===== src/rtl/combo_cov_map.sv =====
// Seen-map of operand combinations; reports when every combination has been observed.
module combo_cov_map #(
  parameter int IDX_W = 2
) (
  input  logic             clk,
  input  logic             i_clear,
  input  logic             i_set,
  input  logic [IDX_W-1:0] i_idx,
  output logic             o_full,
  output logic             o_fill_now
);

  localparam int N = 1 << IDX_W;

  logic [N-1:0] r_map;
  logic [N-1:0] w_map_next;

  always_comb begin
    w_map_next = r_map;
    if (i_set) w_map_next[i_idx] = 1'b1;
  end

  always_ff @(posedge clk) begin
    if (i_clear) r_map <= '0;
    else         r_map <= w_map_next;
  end

  assign o_full     = &r_map;
  // High on the set that makes the map complete, so the FSM can leave RUN on that edge.
  assign o_fill_now = i_set && !o_full && (&w_map_next);

endmodule


===== config.mk =====
export PLATFORM = sky130hd
export DESIGN_NAME = combo_cov_map
export DESIGN_NICKNAME = d
export VERILOG_FILES = /design/src/rtl/combo_cov_map.sv
export SDC_FILE = /design/constraint.sdc
export NUM_CORES = 1
export LEC_CHECK = 0
export ABC_AREA = 1
export ABC_CLOCK_PERIOD_IN_PS = 1850
export BUFFER_PORTS_ARGS = -buffer_cell sky130_fd_sc_hd__buf_2
export CAP_MARGIN = 25
export CORE_AREA = 5 5 42 44
export CTS_BUF_LIST = sky130_fd_sc_hd__clkbuf_4
export DETAILED_ROUTE_END_ITERATION = 16
export DIE_AREA = 0 0 47 49
export GPL_TIMING_DRIVEN = 0
export PLACE_DENSITY = 0.38
export SETUP_SLACK_MARGIN = 0.1
export SYNTH_ARGS = -nofsm -noshare
export SYNTH_HDL_FRONTEND = slang
export SYNTH_SLANG_ARGS = --single-unit

===== constraint.sdc =====
create_clock -name clk -period 1.85 [get_ports clk]
set_clock_uncertainty 0.2 [all_clocks]
set_input_delay 0.185 -clock clk [delete_from_list [all_inputs] [get_ports clk]]
set_output_delay 0.185 -clock clk [all_outputs]
set_load 0.05 [all_outputs]

==> results.yml <==
route:
  drt_first_pass_iters: 3
  drc: 0
  post_drt_wl_per_cell_um: 7.44
  drt-total-wl_um: 402
  vias: 193
  final_antenna_net_count: 0
  drt-initial-drc-count: 1
  vias_per_cell: 3.57
placed_design:
  post-place-ws_ps: 492
  hpwl_um: 353
  portBuffers: 6
  gp_congestion: 0.620
  post-place-cells: 50
worst_setup_path:
  max_stage_delay_ps: 300
  reg2reg_depth: 2
  reg2reg_from: "r_map[1]"
  arrival_ps: 1120
  start_kind: "register"
  r2r_slack_ps: 930
  cp_data_required_time_ps: 1460
  cp_max_fo: 2
  cp_cell_sequence: "nand2_1 -> nor2_1 -> nor2_1 -> nand2_1 -> nor2_2 -> buf_2"
  slowest_stage: "dfxtp_1"
  crit_type: "register to output port"
  cp-end-kind: "output port"
  worstReg2RegEnd: "r_map[1]"
die:
  die_w_um: 47
  fp.dieArea_um2: 2300
  design.core.area_um2: 1400
  dieHeight_um: 49
  initial_utilization: 0.137
  boundaryPins: 7
  rows: 14
yosys:
  netlist_area_um2: 191
  syn_area_per_cell_um2: 6.84
  synth_seq_cells: 4
  synth_warnings: 0
  synth.distinct_cells: 9
  synth-seq-area-share: 0.418
  synth_fp_nets: 33
  syn_inst: 28
cts:
  cts_resized: 0
  numCtsBuffers: 3
  clk_latency_ps: 230
  clk_pin_slew_ps: 30
  holdBufCountCts: 1
  cts_tree: "yes"
  htree_levels: 1
  clock-sinks: 4
  cts-root-buf: "clkbuf_4"
  post_cts_buffers: 0
  clockBufferDepth: 2
sta:
  finalWorstSetupSlack_ps: 346
  fin_crit_sh: 0.813
  worstMarginPinSlew_ps: 248
  holdWs_ps: 89.0
  rsz0062_at_grt: "no"
  final.min_clock_period_ps: 1500
  slew_headroom: 0.836
  clock.fmax_mhz: 665
  setup_tns_ps: 0
  finalHoldViolCount: 0
  setup_viol: 0
  final_max_slew_viol_count: 0
layout:
  n_antenna_cell: 0
  most-common-layout-cells: "nand2_1 (7), buf_2 (6), inv_1 (5), dfxtp_1 (4)"
  final_util: 0.197
  regMostFlops: "r_map"
  final_cells: 54
  largest_reg_flops: 4
  n_fill_cell: 167
  nets: 45
  largestRegisters: "r_map x4"
  drive_gt1_frac: 0.289
  area_growth_pct: 44.4
  layout_commonest_cell: "nand2_1"
global_routing:
  grt_max_degree: 6
  antenna_found_initial: 0
  grt_pass1_wl_um: 655
  grt_usage: 0.0437
  grt-ovfl-total: 0
  grt_pass1_vias: 174
worst_hold_path:
  min-delay-start: "i_idx[1]"
  min_path_type: "input pin to register"
  hold-path-cell-count: 3
  whs_endpoint: "r_map[2]"
run_status:
  status: "completed"
job:
  maxCapViolations: 0
power_and_ir_drop:
  power_density_nw_per_um2: 796
  worst_ir_drop_vdd_v: 0.000191
  power_leakage_nw: 0.134
[worst max-delay path by stage]
stage	start	end	slack, ps
2_1_floorplan	r_map[0]	o_fill_now	140
4_1_cts	r_map[3]	o_fill_now	320
3_5_place_dp	i_idx[1]	o_fill_now	490
3_3_place_gp	i_idx[1]	o_fill_now	500
6_report	r_map[3]	o_fill_now	350
5_1_grt	r_map[3]	o_fill_now	250
[power breakdown]
group	total, mW	switching (mW)	internal, mW
clock	0.102	0.0303	0.0722
combinational	0.0243	0.0128	0.0115
sequential	0.0934	0.00193	0.0915
total	0.220	0.0450	0.175
[kinds of logic after synthesis]
logic type / Yosys count / share of synthesized area
and+or+nand+nor: 15 / 0.346
buffers and inverters: 5 / 0.0980
DFF: 4 / 0.418
AOI/OAI and AO/OA: 4 / 0.137
[critical path, delay by kind of cell, from the launching register on]
kind          cells  cell delay, ps
buf+inv           1             260
flops             1             300
simple gates      5             330
[final cells by class]
cell class / count / area [um^2] / area share
Sequential cell: 4 / 80.1 / 0.290
Inverter: 5 / 18.8 / 0.0679
Multi-Input combinational cell: 19 / 95.1 / 0.344
Clock buffer: 3 / 22.5 / 0.0814
Tap cell: 16 / 20.0 / 0.0724
Timing Repair Buffer: 7 / 40.0 / 0.145
[stage by stage]
step	total power, mW	area, um^2
final	0.220	277
after global routing	0.235	277
after CTS	0.227	277
after detailed placement	0.118	244
after global placement	0.118	244
after floorplan	0.108	194
[synthesized netlist by cell type]
cell type  number  area share
o21bai_2        1       0.059
nor2b_1         1       0.033
dfxtp_1         4        0.42
nor2_1          3       0.059
a21oi_1         3       0.078
nand3b_1        1       0.039
nand2_1         7        0.14
inv_1           5       0.098
nand3_1         3       0.078
[layer usage]
layer | wire length [um] | up-vias | global-route usage
met2 | 174 | 5 | 0.0498
li1 | - | 108 | -
met1 | 174 | 78 | 0.0486
met5 | 0 | - | 0
met3 | 49 | 2 | 0.0221
met4 | 4 | 0 | 0.0553
Power figures use the tool's default switching activity.
